[src/rtl/polar_stats_if.sv]
// polar_stats_if -- bundle of the polar_stats sample and summary signals.
//   in_valid / in_mag / in_phase : CORDIC sample stream (into the block)
//   out_*                        : per-burst summary (out of the block)
// Modports:
//   master : the upstream/observer side; it drives the samples and reads the summary
//   slave  : the polar_stats block itself
interface polar_stats_if;
  logic        in_valid;
  logic [11:0] in_mag;
  logic [20:0] in_phase;
  logic        out_valid;
  logic [11:0] out_peak_mag;
  logic [20:0] out_peak_phase;
  logic [9:0]  out_peak_idx;
  logic [10:0] out_count;
  logic [21:0] out_mag_sum;
  logic [1:0]  out_quad_idx;
  logic [10:0] out_quad_cnt;
  logic        out_ovf;

  modport master (
    output in_valid, in_mag, in_phase,
    input  out_valid, out_peak_mag, out_peak_phase, out_peak_idx, out_count,
           out_mag_sum, out_quad_idx, out_quad_cnt, out_ovf
  );

  modport slave (
    input  in_valid, in_mag, in_phase,
    output out_valid, out_peak_mag, out_peak_phase, out_peak_idx, out_count,
           out_mag_sum, out_quad_idx, out_quad_cnt, out_ovf
  );
endinterface

[src/rtl/polar_stats.sv]
// polar_stats -- burst statistics over a stream of polar (magnitude/phase) samples.
// A burst is a contiguous run of in_valid. The block tracks the peak magnitude and
// its phase and index, the sample count, the magnitude sum and per-quadrant counts.
// Once the burst ends it presents the summary for 4 cycles, stepping out_quad_idx
// through 0..3. All outputs come straight from flops and read 0 outside the window.
// Ports:
//   clk : rising-edge clock
//   rst : asynchronous active-high reset
//   bus : polar_stats_if.slave (samples in, summary out)
module polar_stats #(
  parameter int MAX_SAMPLES = 1024
) (
  input  logic          clk,
  input  logic          rst,
  polar_stats_if.slave  bus
);

  localparam logic [10:0] MAX_CNT = 11'(MAX_SAMPLES);

  typedef enum logic [1:0] {IDLE, ACC, OUT} state_t;

  state_t      state;
  logic [1:0]  out_cnt;
  logic [10:0] cnt;
  logic [11:0] peak_mag;
  logic [20:0] peak_phase;
  logic [9:0]  peak_idx;
  logic [21:0] mag_sum;
  logic [10:0] quad_cnt [4];
  logic        ovf;

  // summary registers driving the outputs directly
  logic        rep_valid;
  logic [11:0] rep_peak_mag;
  logic [20:0] rep_peak_phase;
  logic [9:0]  rep_peak_idx;
  logic [10:0] rep_count;
  logic [21:0] rep_mag_sum;
  logic [1:0]  rep_quad_idx;
  logic [10:0] rep_quad_cnt;
  logic        rep_ovf;

  logic [1:0]  quad;
  logic [1:0]  out_cnt_nxt;

  assign quad        = bus.in_phase[20:19];
  assign out_cnt_nxt = out_cnt + 2'd1;

  always_ff @(posedge clk or posedge rst) begin
    if (rst) begin
      state          <= IDLE;
      out_cnt        <= 2'd0;
      cnt            <= 11'd0;
      peak_mag       <= 12'd0;
      peak_phase     <= 21'd0;
      peak_idx       <= 10'd0;
      mag_sum        <= 22'd0;
      for (int q = 0; q < 4; q++) quad_cnt[q] <= 11'd0;
      ovf            <= 1'b0;
      rep_valid      <= 1'b0;
      rep_peak_mag   <= 12'd0;
      rep_peak_phase <= 21'd0;
      rep_peak_idx   <= 10'd0;
      rep_count      <= 11'd0;
      rep_mag_sum    <= 22'd0;
      rep_quad_idx   <= 2'd0;
      rep_quad_cnt   <= 11'd0;
      rep_ovf        <= 1'b0;
    end else begin
      case (state)
        // IDLE: the first valid sample opens a burst; the accumulators are
        // loaded with it directly rather than cleared and then added to.
        IDLE: begin
          if (bus.in_valid) begin
            state      <= ACC;
            cnt        <= 11'd1;
            peak_mag   <= bus.in_mag;
            peak_phase <= bus.in_phase;
            peak_idx   <= 10'd0;
            mag_sum    <= 22'(bus.in_mag);
            for (int q = 0; q < 4; q++)
              quad_cnt[q] <= (2'(q) == quad) ? 11'd1 : 11'd0;
            ovf        <= 1'b0;
          end
        end

        // ACC: accumulate until in_valid drops; samples beyond the limit only flag ovf.
        ACC: begin
          if (bus.in_valid) begin
            if (cnt < MAX_CNT) begin
              cnt            <= cnt + 11'd1;
              mag_sum        <= mag_sum + 22'(bus.in_mag);
              quad_cnt[quad] <= quad_cnt[quad] + 11'd1;
              // strict compare keeps the earliest of equal peaks
              if (bus.in_mag > peak_mag) begin
                peak_mag   <= bus.in_mag;
                peak_phase <= bus.in_phase;
                peak_idx   <= cnt[9:0];
              end
            end else begin
              ovf <= 1'b1;
            end
          end else begin
            state          <= OUT;
            out_cnt        <= 2'd0;
            rep_valid      <= 1'b1;
            rep_peak_mag   <= peak_mag;
            rep_peak_phase <= peak_phase;
            rep_peak_idx   <= peak_idx;
            rep_count      <= cnt;
            rep_mag_sum    <= mag_sum;
            rep_ovf        <= ovf;
            rep_quad_idx   <= 2'd0;
            rep_quad_cnt   <= quad_cnt[0];
          end
        end

        // OUT: step the quadrant report; in_valid is ignored here. The summary
        // was loaded on entry, so the window spans out_cnt 0..3 = 4 cycles.
        OUT: begin
          if (out_cnt == 2'd3) begin
            state          <= IDLE;
            rep_valid      <= 1'b0;
            rep_peak_mag   <= 12'd0;
            rep_peak_phase <= 21'd0;
            rep_peak_idx   <= 10'd0;
            rep_count      <= 11'd0;
            rep_mag_sum    <= 22'd0;
            rep_quad_idx   <= 2'd0;
            rep_quad_cnt   <= 11'd0;
            rep_ovf        <= 1'b0;
          end else begin
            out_cnt      <= out_cnt_nxt;
            rep_quad_idx <= out_cnt_nxt;
            rep_quad_cnt <= quad_cnt[out_cnt_nxt];
          end
        end

        default: state <= IDLE;
      endcase
    end
  end

  assign bus.out_valid      = rep_valid;
  assign bus.out_peak_mag   = rep_peak_mag;
  assign bus.out_peak_phase = rep_peak_phase;
  assign bus.out_peak_idx   = rep_peak_idx;
  assign bus.out_count      = rep_count;
  assign bus.out_mag_sum    = rep_mag_sum;
  assign bus.out_quad_idx   = rep_quad_idx;
  assign bus.out_quad_cnt   = rep_quad_cnt;
  assign bus.out_ovf        = rep_ovf;

endmodule

[src/flat_wrapper.sv]
// flat-port wrapper written by rule: the top's interface ports become plain ports
module polar_stats_flat 
#(
  parameter int MAX_SAMPLES = 1024
)
  (clk, rst, bus_in_valid, bus_in_mag, bus_in_phase, bus_out_valid, bus_out_peak_mag, bus_out_peak_phase, bus_out_peak_idx, bus_out_count, bus_out_mag_sum, bus_out_quad_idx, bus_out_quad_cnt, bus_out_ovf);
  polar_stats_if bus_i ();
  input  logic clk;
  input  logic rst;
  input wire logic [$bits(bus_i.in_valid)-1:0] bus_in_valid;
  input wire logic [$bits(bus_i.in_mag)-1:0] bus_in_mag;
  input wire logic [$bits(bus_i.in_phase)-1:0] bus_in_phase;
  output wire logic [$bits(bus_i.out_valid)-1:0] bus_out_valid;
  output wire logic [$bits(bus_i.out_peak_mag)-1:0] bus_out_peak_mag;
  output wire logic [$bits(bus_i.out_peak_phase)-1:0] bus_out_peak_phase;
  output wire logic [$bits(bus_i.out_peak_idx)-1:0] bus_out_peak_idx;
  output wire logic [$bits(bus_i.out_count)-1:0] bus_out_count;
  output wire logic [$bits(bus_i.out_mag_sum)-1:0] bus_out_mag_sum;
  output wire logic [$bits(bus_i.out_quad_idx)-1:0] bus_out_quad_idx;
  output wire logic [$bits(bus_i.out_quad_cnt)-1:0] bus_out_quad_cnt;
  output wire logic [$bits(bus_i.out_ovf)-1:0] bus_out_ovf;
  assign bus_i.in_valid = bus_in_valid;
  assign bus_i.in_mag = bus_in_mag;
  assign bus_i.in_phase = bus_in_phase;
  assign bus_out_valid = bus_i.out_valid;
  assign bus_out_peak_mag = bus_i.out_peak_mag;
  assign bus_out_peak_phase = bus_i.out_peak_phase;
  assign bus_out_peak_idx = bus_i.out_peak_idx;
  assign bus_out_count = bus_i.out_count;
  assign bus_out_mag_sum = bus_i.out_mag_sum;
  assign bus_out_quad_idx = bus_i.out_quad_idx;
  assign bus_out_quad_cnt = bus_i.out_quad_cnt;
  assign bus_out_ovf = bus_i.out_ovf;
  polar_stats #(.MAX_SAMPLES(MAX_SAMPLES)) u_core (.clk(clk), .rst(rst), .bus(bus_i));
endmodule
[config.mk]
export PLATFORM = sky130hd
export DESIGN_NAME = polar_stats_flat
export DESIGN_NICKNAME = d
export VERILOG_FILES = /design/src/rtl/polar_stats_if.sv /design/src/rtl/polar_stats.sv /design/src/flat_wrapper.sv
export SDC_FILE = /design/constraint.sdc
export NUM_CORES = 1
export LEC_CHECK = 0
export CAP_MARGIN = 20
export CORE_UTILIZATION = 51
export DETAILED_ROUTE_END_ITERATION = 16
export GPL_ROUTABILITY_DRIVEN = 0
export PLACE_DENSITY = 0.74
export SLEW_MARGIN = 20
export SYNTH_ARGS = -nofsm -noshare
export SYNTH_HDL_FRONTEND = slang
export SYNTH_SLANG_ARGS = --single-unit
[constraint.sdc]
create_clock -name clk -period 21.7 [get_ports clk]
set_input_delay 4.34 -clock clk [delete_from_list [all_inputs] [get_ports clk]]
set_output_delay 4.34 -clock clk [all_outputs]
set_load 0.01 [all_outputs]
==> metrics.md <==
| Metric | Value |
|---|---|
| Metal2 WL | `around 11000 um` |
| Pwr dens | `about 120 mW/mm^2` |
| Worst EP required | `between 20000 and 25000 ps` |
| Wl on met1 | `~11000 um` |
| Mapped Area | `0.00995 mm^2` |
| Gate power share | `36.6%` |
| Root Driver | `clkbuf_16` |
| Largest net degree at the start of global routing | `between 100 and 150` |
| Ys async rst share | `100%` |
| Cell Rows | `50` |
| Antenna cells | `0` |
| Crit end category | `flip-flop` |
| Fin nets | `~1000` |
| Startpoint Class | `input port` |
| Worst-path fanout max | `23` |
| Routed wire length | `23500 um` |
| Antenna violations before repair | `0` |
| Vias in the first global route | `between 7000 and 8000` |
| Final setup vio count | `0` |
| Critical path launch point | `bus_in_mag[11]` |
| Unrepaired setup endpoints after global routing | `false` |
| Total die area | `0.0201 mm^2` |
| CTS tree | `yes` |
| Peak supply drop | `0.0753 mV` |
| Leakage | `5.31 nW` |
| Pre-Repair DR Iteration Count | `5` |
| Met3 wire length | `between 1000 and 1500 um` |
| CTS resizes | `0` |
| Worst Tran Pin Value | `about 1100 ps` |
| Clock skew after layout | `about 15 ps` |
| Switching power | `521 uW` |
| Max cap viols | `0` |
| Clock transition at path regs | `about 60 ps` |
| Area growth, synth to finish | `22.1%` |
| First-pass GRT wire length | `38400 um` |
| TritonCTS Buffers | `23` |
| Core footprint | `between 0.015 and 0.02 mm^2` |
| Post-synthesis area per instance | `11.5 um^2` |
| Drt via density | `between 5 and 6` |
| Port Buffers | `roughly 130` |
| Max layer used | `met4` |
| Main flop type after synthesis | `dfrtp_1` |
| Fmax | `144 MHz` |
| Routed Antenna Nets | `0` |
| HP Start | `u_core.bus.out_valid$_DFFE_PP0P_` |
| DRC viols | `0` |
| Crit share post-route | `between 30% and 40%` |
| Sequential share of the synthesized area | `between 50% and 60%` |
| Layout Cells excl Fill | `about 1300` |
| Synth unique cells | `56` |
| CP max stage delay | `540 ps` |
| Reg2Reg Launch Point | `u_core.state[0]$_DFFE_PP0P_` |
| Yosys reg bits | `between 200 and 250` |
| Placed insts | `around 1200` |
| Mapped Nets | `930` |
| HP Class | `flip-flop to flip-flop` |
| EDFF count, synth | `0` |
| Cells after Synth | `a little under 900` |
| Slew Viols, Final | `0` |
| Clock power frac | `between 20 and 25%` |
| Clock Path Buffers | `3` |
| Total number of H-tree levels | `1` |
| Wire per inst | `approximately 19 um` |
| Slowest cell on crit path | `o21ai_4` |
| Total number of vias | `7271` |
| Worst path arrival time | `7330 ps` |
| Starting Density | `52.7%` |
| Setup TNS | `0 ps` |
| GRT overflow | `0` |
| Switching share of total power | `about a third` |
| Final Critical Period | `approximately 6900 ps` |
| CTS Hold Buffers Added | `0` |
| Initial drt markers | `561` |
| Reg power frac | `approximately two fifths` |
| Die Span Y | `roughly 140 um` |
| Clock Sinks | `about 220` |
| Share of cells above drive strength 1 | `10.9%` |
| Rel. slew slack | `between 20% and 30%` |
| Crit-path cells | `clkdlybuf4s50_1 > ha_1 > nand2_1 > o21ai_1 > nand2b_1 > nand3_1 > o21ai_4 > buf_4 > mux2_2` |
| Die width | `between 100 and 150 um` |
| Setup CP Type | `input port to flip-flop` |
| Final-report hold violation count | `0` |
| Postcts setup bufs | `0` |
| Internal power | `just under 1 mW` |
| Synth warn | `0` |
| Total Routing Usage GR | `between 20% and 30%` |
| Status | `finished clean` |
| Top Ports | `127` |
| Detailed Place HPWL | `between 15000 and 20000 um` |
| Clock Latency Late Sink | `510 ps` |
[cell families after synthesis]
group,share of synthesized area (%)
AO/OA/AOI/OAI,15.5
multiplexers,10.5
flip-flops,54.3
XOR/XNOR,2.45
adder cells (fa/ha/maj),3.60
buffers and inverters,2.92
AND/OR/NAND/NOR,10.7
[critical path: cells and delay by family]
| kind | cells | cell delay (ps) |
|---|---|---|
| buffers and inverters | 2 | 930 |
| and+or+nand+nor | 3 | 520 |
| adders and majority gates | 1 | 370 |
| muxes | 1 | 380 |
| AOI/OAI and AO/OA | 2 | 770 |
[routing by layer]
layer  global-route usage (%)  vias up
met2                     38.9      210
met1                     34.5     3652
li1                         -     3387
met5                        0        -
met3                     3.64       22
met4                     5.32        0
[worst paths after layout]
check | to | slack [ps] | cells past startpoint
worst max-delay path | u_core.peak_mag[6]$_DFFE_PP0P_ | 14760 | 9
worst min-delay path | u_core.bus.out_valid$_DFFE_PP0P_ | 480 | 1
worst max register to register | u_core.bus.out_mag_sum[12]$_DFFE_PP0P_ | 18540 | 6
worst min register to register | u_core.bus.out_valid$_DFFE_PP0P_ | 480 | 1
max in group asynchronous | u_core.bus.out_peak_mag[7]$_DFFE_PP0P_ | 16150 | 3
min in group asynchronous | u_core.bus.out_valid$_DFFE_PP0P_ | 4430 | 2
[placed cells by master, fill, tap and decap left out, types with 23 or more instances in the layout]
cell type        count
nor2_1              39
ha_1                27
clkbuf_16           23
o21ai_0             79
mux2_2              33
dfrtp_1            216
a22o_1              78
clkdlybuf4s50_1    126
nand3_1             25
a21oi_1             40
nand2_1             96
[synthesized netlist by cell type (all sizes together) (5+ instances only)]
master,n,area [um^2]
a22o,78,683
a31oi,6,37.5
inv,20,75.1
o21ai,81,409
nor3,9,50.1
nand2,97,372
nand4,14,87.6
xnor2,17,156
xor2,10,87.6
mux2,33,372
clkbuf,32,120
ha,27,338
mux2i,14,140
a21oi,42,210
or3,9,56.3
buf,17,95.1
and3,5,36.3
nor2,41,154
nand2b,7,51.3
mux4,22,529
dfrtp,216,5410
nand3,25,125
a21o,5,37.5
[power by group through the flow]
stage                     Clock (mW)  Sequential [mW]  Combinational (mW)
final                          0.367            0.591               0.553
after global routing           0.391            0.603               0.603
after CTS                      0.375            0.590               0.554
after detailed placement           0            0.594               0.550
after global placement             0            0.595               0.538
after floorplan                    0            0.591               0.347
[stage by stage]
step | hold slack (ps) | utilization [%] | area (um^2) | power [mW] | setup slack, ps
2_1_floorplan | 454 | - | 9950 | 0.939 | 11450
3_3_place_gp | 465 | 60.5 | 11400 | 1.13 | 14250
3_5_place_dp | 469 | 60.5 | 11400 | 1.14 | 14240
4_1_cts | 483 | 64.2 | 12100 | 1.52 | 14760
5_1_grt | 498 | 64.3 | 12200 | 1.60 | 14500
6_report | 476 | 64.3 | 12200 | 1.51 | 14760
[flip-flops by register name, indices dropped and copies added (netlist names), 10 cells and up]
name                       flops
u_core.quad_cnt               44
u_core.bus.out_mag_sum        22
u_core.mag_sum                22
u_core.bus.out_peak_phase     21
u_core.peak_phase             21
u_core.bus.out_peak_mag       12
u_core.peak_mag               12
u_core.bus.out_count          11
u_core.bus.out_quad_cnt       11
u_core.cnt                    11
u_core.bus.out_peak_idx       10
u_core.peak_idx               10
[area by class of cell]
cell class	count	area (um^2)
inverter	20	82.6
timing repair buffer	136	1350
tap	260	325
clock inverter	7	41.3
fill	1476	6740
sequential	216	5410
multi-input combinational	581	4290
clock buffer	33	663
Power figures use the tool's default switching activity.
